===== src/rtl/branch_predictor.sv =====
// Bimodal branch predictor: 2-bit saturating counters indexed by pc[IDX_BITS+1:2].
// Define BP_STATS_EN to add the br_count / mispred_count statistics ports.
module branch_predictor #(
  parameter int PCSIZE   = 16,
  parameter int IDX_BITS = 6
) (
  input  logic              clk,
  input  logic              rst_n,
  input  logic [PCSIZE-1:0] if_pc,
  input  logic              if_is_branch,
  output logic              predict_taken,
  input  logic              ex_valid,
  input  logic              ex_is_branch,
  input  logic [PCSIZE-1:0] ex_pc,
  input  logic              ex_pred,
  input  logic              ex_taken,
  output logic              flushpos,
  output logic              flushneg
`ifdef BP_STATS_EN
  ,
  output logic [15:0]       br_count,
  output logic [15:0]       mispred_count
`endif
);

  localparam int ENTRIES = 1 << IDX_BITS;

  logic [1:0]          ctr [ENTRIES];
  logic [IDX_BITS-1:0] if_idx;
  logic [IDX_BITS-1:0] ex_idx;
  logic                train;
  logic                unused_pc_bits;

  assign if_idx = if_pc[IDX_BITS+1:2];
  assign ex_idx = ex_pc[IDX_BITS+1:2];
  assign train  = ex_valid & ex_is_branch;

  // Untagged table: only the index bits of either PC matter.
  assign unused_pc_bits = ^{if_pc[PCSIZE-1:IDX_BITS+2], if_pc[1:0],
                            ex_pc[PCSIZE-1:IDX_BITS+2], ex_pc[1:0]};

  // Read uses the stored value only, so a same-cycle update is seen one cycle later.
  assign predict_taken = rst_n & if_is_branch & ctr[if_idx][1];
  assign flushpos      = rst_n & ex_valid & ex_is_branch & ex_taken & ~ex_pred;
  assign flushneg      = rst_n & ex_valid & ex_pred & (~ex_is_branch | ~ex_taken);

  always_ff @(posedge clk or negedge rst_n) begin
    if (!rst_n) begin
      for (int i = 0; i < ENTRIES; i++) begin
        ctr[i] <= 2'b01;
      end
    end else if (train) begin
      if (ex_taken) begin
        if (ctr[ex_idx] != 2'b11) begin
          ctr[ex_idx] <= ctr[ex_idx] + 2'd1;
        end
      end else if (ctr[ex_idx] != 2'b00) begin
        ctr[ex_idx] <= ctr[ex_idx] - 2'd1;
      end
    end
  end

`ifdef BP_STATS_EN
  always_ff @(posedge clk or negedge rst_n) begin
    if (!rst_n) begin
      br_count      <= 16'h0000;
      mispred_count <= 16'h0000;
    end else begin
      if (train && br_count != 16'hFFFF) begin
        br_count <= br_count + 16'h0001;
      end
      if ((flushpos | flushneg) && mispred_count != 16'hFFFF) begin
        mispred_count <= mispred_count + 16'h0001;
      end
    end
  end
`endif

endmodule


===== config.mk =====
export PLATFORM = sky130hd
export DESIGN_NAME = branch_predictor
export DESIGN_NICKNAME = d
export VERILOG_FILES = /design/src/rtl/branch_predictor.sv
export SDC_FILE = /design/constraint.sdc
export NUM_CORES = 1
export LEC_CHECK = 0
export ABC_AREA = 1
export CAP_MARGIN = 20
export CORE_MARGIN = 3
export CORE_UTILIZATION = 55
export CTS_CLUSTER_DIAMETER = 200
export CTS_CLUSTER_SIZE = 10
export DETAILED_ROUTE_END_ITERATION = 6
export GPL_TIMING_DRIVEN = 0
export PLACE_DENSITY_LB_ADDON = 0.25
export SYNTH_ARGS = -nofsm -noshare
export SYNTH_HDL_FRONTEND = slang
export SYNTH_SLANG_ARGS = --single-unit

===== constraint.sdc =====
create_clock -name clk -period 5.3 [get_ports clk]
set_clock_uncertainty 0.2 [all_clocks]
set_input_delay 1.06 -clock clk [delete_from_list [all_inputs] [get_ports clk]]
set_output_delay 1.06 -clock clk [all_outputs]
set_load 0.05 [all_outputs]

==> metrics.txt, run 1 <==
status=complete, no violations; Synth Cell Area=7460 um^2; P_leak=3.89 nW; critical-path maximum fanout=10; TNS Setup=0 ns; Avg Inst Size Synth=6.70 um^2; highest-delay cell along the critical path=clkdlybuf4s50_1; gr usage total=0.349; worst path bufs/invs=4; Seq/Total Area, Yosys=0.440; Critical Path Start Type=input port; num rows=41; most frequent cell after synthesis=nand2_1; Ys Warns=0; Cell Pwr Density=325 nW/um^2; type of the worst setup path=in2out; top cell family by delay on the critical path=buffers and inverters; Routed WL=25.0 mm; TritonCTS buffer count=17; Die Area=15,000 um^2; final net count=1,192; WP data required=4.04 ns; first-pass GRT wire length=38.9 mm; CTS Buffer Depth=2; total number of vias=7,718; largest net degree at the start of global routing=73; Post-synth EDFFs=0; max_cap viols=0; Root Buffer=clkbuf_16; io pins=42; period utilisation layout=0.961; Syn Nets=1,154; grt ovf=0; Hold Violations, Final=0; final non-filler cell total=1,336; post-synthesis register bit count=128; cts repair resizes=0; Tightest Hold Check Type=reg2reg; setup bufs post-CTS=0; Fillers=1,171; Unique masters post-synth=24; Post-DP Area=7880 um^2; number of global-route vias before repair=7,097; max_slew headroom=0.457; Top FF cell, synth=dfstp_2; hold_buf cts=0; Reg clk slew, reported paths=0.05 ns; CP Capture Type=primary output; CP Cell Sequence=clkbuf_1 > inv_1 > clkbuf_1 > nand3_1 > nand3_1 > nand2_1 > nand2_1 > nand3_1 > nand3_1 > a21oi_1 > clkdlybuf4s50_1; CTS tree=yes; area grow syn2layout=14.1%; hold slack=0.265 ns; diodes inserted=0; Antenna Violating Nets Remaining=0; DRC Markers=0; Post-Layout Inst Area=8510 um^2; RSZ-0062 raised after global routing=no; clk_lat worst skew=0.43 ns; share of async-settable or async-resettable flops after synthesis=1.00; Power Total=2.76 mW; CP most frequent cell=nand3_1; Worst Tran Pin Value=0.815 ns; peak supply drop=0.000277 V; Final setup viols=0; RD Place Congestion=0.983; max-slew violation count=0; CP peak stage delay=0.81 ns; Detailed Routing Iterations Pass 1=6; Die H=122 um; post-DR vias/cell=5.78; Synth area leader=nand2_1; Area contributors post-synth=nand2_1 24%, dfstp_2 23%, dfrtp_1 21%; layout cells sized above 1=0.113; top cell type's share of synthesized area=0.240; 1st-iter DRT viols=1,283; Max H-tree Level=4; Die Wd=122 um; initial antenna violation count=0; hpwl dp=16.6 mm; clock sink count=128; Inst Count DP=1,303; Cells after Synth=1,113; starting density of the core=0.577; Placeable Area=12,900 um^2; Final min period=5.09 ns; CP Data Arrival Time=3.83 ns; Peak Freq=0.196 GHz; Wirelength per Cell=18.7 um; Post-synth top cells=477 x nand2_1, 126 x nand3_1, 96 x inv_1, 96 x nor2_1, 81 x o21ai_0; count of input and output buffers=17
cell type report:
cell class	instances	area [um^2]	area share
plain buffers	49	280	0.0329
repair buffers	19	206	0.0243
flip-flops and latches	128	3280	0.386
clock buffers	18	439	0.0516
multi-input cells	837	3530	0.414
inverters	99	372	0.0437
well taps	172	215	0.0253
clock inverters	14	189	0.0222
power breakdown:
| group | leakage [nW] | internal [mW] | switching [mW] |
|---|---|---|---|
| combinational | 2.05 | 0.111 | 0.249 |
| clock | 0.302 | 0.797 | 0.452 |
| sequential | 1.54 | 1.09 | 0.0640 |
worst register-to-register path, delay by kind of cell (launching register included):
| kind | cells | cell delay, ns |
|---|---|---|
| simple gates | 8 | 1.20 |
| buf+inv | 5 | 1.00 |
| compound gates | 4 | 0.58 |
| flops | 1 | 0.36 |
| fa+ha+maj | 1 | 0.14 |
cells in the final DEF, fill, tap and decap left out:
cell	synthesis	final
bufinv_16	0	4
nand2_1	477	477
dfrtp_1	64	64
inv_1	96	96
clkinv_4	0	2
buf_6	6	7
nor2_1	96	96
nor3_1	9	9
clkinv_2	0	4
clkinvlp_4	0	3
clkbuf_16	0	17
buf_16	0	1
xor2_1	1	1
clkbuf_8	0	1
inv_2	3	3
buf_4	10	11
clkbuf_1	20	20
or2_2	3	3
a21oi_1	20	20
o211ai_1	8	8
ha_1	2	2
o21ai_1	7	7
or2_1	2	2
or2_0	3	3
o21ai_0	81	81
o211a_1	1	1
dfstp_2	64	64
buf_1	2	2
inv_6	0	1
nand3_1	126	126
buf_2	11	11
clkdlybuf4s50_1	0	16
and3_1	1	1
final timing paths:
path | from | end | slack, ns | cells past startpoint
max in group asynchronous | rst_n | async pin | 3.73 | 2
setup reg to reg | register | ctr[13]$_DFFE_PN0P_ | 1.67 | 18
min in group asynchronous | rst_n | ctr[87]$_DFFE_PN0P_ | 0.39 | 1
setup / recovery | if_pc[3] | predict_taken | 0.21 | 11
hold reg to reg | register | register | 0.27 | 2
hold / removal | register | register | 0.27 | 2
logic make-up (layout without fill, tap and decap cells):
family,Yosys count,after routing,share of synthesized area
xor gates and xnor gates,1,1,0.00117
and+or+nand+nor,717,717,0.386
adders and majority gates,2,2,0.00335
DFF,128,128,0.440
buffers and inverters,148,199,0.0874
AOI/OAI and AO/OA,117,117,0.0818
stage by stage:
step / setup WS, ns / util
after global routing: 0.0546 / 0.658
after global placement: -3.21 / 0.607
after detailed placement: -0.183 / 0.609
final: 0.206 / 0.658
after CTS: 0.182 / 0.658
after floorplan: 1.24 / -
layer usage:
layer,routed length (um),global-route usage
met1,9740,0.474
met2,10800,0.507
met3,3300,0.110
met4,1130,0.164
met5,0,0
Power figures use the tool's default switching activity.
==> inputs of run 2 (changes only) <==
CORE_UTILIZATION = 32   (was 55)
==> run 2 against run 1 <==
Against the previous run: routed wire length is 9.1% higher; clock-buffer cell count is 4 higher; global-route usage is 13 points lower; power is 0.99% higher; clock power hardly changed; flip-flop and latch count stayed put; design area is 2.0% higher; die area is 68% higher; sequential share of layout area is 0.76 points lower; core utilization is 28 points lower; setup slack worse by 0.11 ns; critical endpoint unchanged; highest routed layer unchanged.
==> metrics.txt, run 2 (same netlist as run 1, synthesis figures left out) <==
status=complete, no violations; hold_buf cts=0; Cell Pwr Density=321 nW/um^2; Hold Violations, Final=0; RD Place Congestion=0.947; highest-delay cell along the critical path=clkdlybuf4s50_1; max_slew headroom=0.460; Post-Layout Inst Area=8680 um^2; Placeable Area=22,800 um^2; clock sink count=128; post-DR vias/cell=5.04; critical-path maximum fanout=10; Inst Count DP=1,445; Antenna Violating Nets Remaining=0; grt ovf=0; Final min period=5.21 ns; setup bufs post-CTS=0; io pins=42; flop-to-flop setup slack=1.64 ns; total number of vias=7,445; Detailed Routing Iterations Pass 1=5; WP data required=4.04 ns; clk_lat worst skew=0.44 ns; RSZ-0062 raised after global routing=no; most common cell after layout, fill and taps aside=nand2_1; most frequent cells in the layout=477 x nand2_1, 126 x nand3_1, 96 x nor2_1, 96 x inv_1, 81 x o21ai_0; Post-DP Area=8060 um^2; Max H-tree Level=4; Die H=159 um; part of the power in registers=0.413; cts repair resizes=0; DRC Markers=0; period utilisation layout=0.982; Peak Freq=0.192 GHz; CTS tree=yes; final net count=1,192; Routed WL=27.3 mm; peak supply drop=0.000179 V; type of the worst setup path=in2out; Final setup viols=0; first-pass GRT wire length=41.8 mm; area grow syn2layout=16.4%; P_leak=3.89 nW; CTS Buffer Depth=2; Wirelength per Cell=18.5 um; Reg clk slew, reported paths=0.06 ns; Clk pwr share=0.456; Critical Path Start Type=input port; Worst Tran Pin Value=0.810 ns; final non-filler cell total=1,477; WHS Path Cells=2; 1st-iter DRT viols=823; pre-CTS setup slack=-0.121 ns; starting density of the core=0.328; CP Cell Sequence=clkbuf_1 > inv_1 > clkbuf_1 > nand3_1 > nand3_1 > nand2_1 > nand2_1 > nand3_1 > nand3_1 > a21oi_1 > clkdlybuf4s50_1; sw power=0.780 mW; Combinational Power Share=0.131; Die Area=25,200 um^2; slack of the critical path=0.0929 ns; initial antenna violation count=0; max_cap viols=0; CP peak stage delay=0.81 ns; FF-to-FF End=ctr[99]$_DFFE_PN0P_; hpwl dp=18.2 mm; CP most frequent cell=nand3_1; diodes inserted=0; Root Buffer=clkbuf_16; CP Data Arrival Time=3.95 ns; Fillers=2,399; num rows=55; CP Capture Type=primary output; number of global-route vias before repair=6,939; gr usage total=0.217; Tightest Hold Check Type=reg2reg; Int Power=2.01 mW; cells on worst reg2reg path=18; count of input and output buffers=17; layout cells sized above 1=0.111; Die Wd=159 um; TritonCTS buffer count=17; largest net degree at the start of global routing=70; max-slew violation count=0; Net Sw Frac=0.280
==> run 2: cell types whose count changed in the layout (fill, tap and decap cells not counted), sizes merged <==
| cell | before | now |
|---|---|---|
| clkinv | 6 | 4 |
| clkbuf | 38 | 42 |
| inv | 100 | 99 |
| clkinvlp | 3 | 2 |
==> run 2: how the worst max path moves through the flow <==
| stage | from | end | slack (ns) | depth (start not counted) |
|---|---|---|---|---|
| 2_1_floorplan | if_pc[3] | predict_taken | 1.24 | 10 |
| 6_report | if_pc[3] | predict_taken | 0.09 | 11 |
| 5_1_grt | ex_pc[4] | ctr[83]$_DFFE_PN0P_ | 0.003 | 21 |
| 3_3_place_gp | rst_n | flushpos | -3.50 | 4 |
| 4_1_cts | if_pc[3] | predict_taken | 0.25 | 11 |
| 3_5_place_dp | ex_pc[4] | ctr[87]$_DFFE_PN0P_ | -0.12 | 16 |
==> run 2: per-layer routing <==
layer	up-vias	global-route usage	share of wire
met1	3511	0.314	0.46
met5	-	0	0
met2	324	0.329	0.44
met4	0	0.0569	0.015
li1	3573	-	-
met3	37	0.0483	0.086
==> run 2: layout make-up <==
type	instances	area (um^2)	share of cell area
multi-input combinational	837	3530	0.406
clock inverter	10	159	0.0183
sequential	128	3280	0.378
timing repair buffer	19	206	0.0238
clock buffer	22	464	0.0535
inverter	99	372	0.0428
tap	313	392	0.0451
buffer	49	280	0.0323
==> run 2: per-stage QoR <==
step | setup TNS, ns | power [mW] | utilization | hold slack [ns]
floorplan | 0 | 1.36 | - | 0.243
global placement | -233.58 | 1.52 | 0.352 | 0.254
detailed placement | -2.78 | 1.52 | 0.354 | 0.256
CTS | 0 | 2.80 | 0.381 | 0.266
global route | 0 | 2.90 | 0.381 | 0.277
finish | 0 | 2.79 | 0.381 | 0.263
==> run 2: power by group through the flow <==
stage | Combinational, mW | Clock (mW) | Sequential [mW]
final | 0.366 | 1.27 | 1.15
after global routing | 0.406 | 1.33 | 1.16
after CTS | 0.362 | 1.29 | 1.15
after detailed placement | 0.360 | 0 | 1.16
after global placement | 0.353 | 0 | 1.17
after floorplan | 0.219 | 0 | 1.14
==> run 2: worst max-delay path, delay by kind of cell <==
kind | cells | cell delay, ns
AO/OA/AOI/OAI | 1 | 0.12
buffers and inverters | 4 | 2.06
AND/OR/NAND/NOR | 6 | 0.71
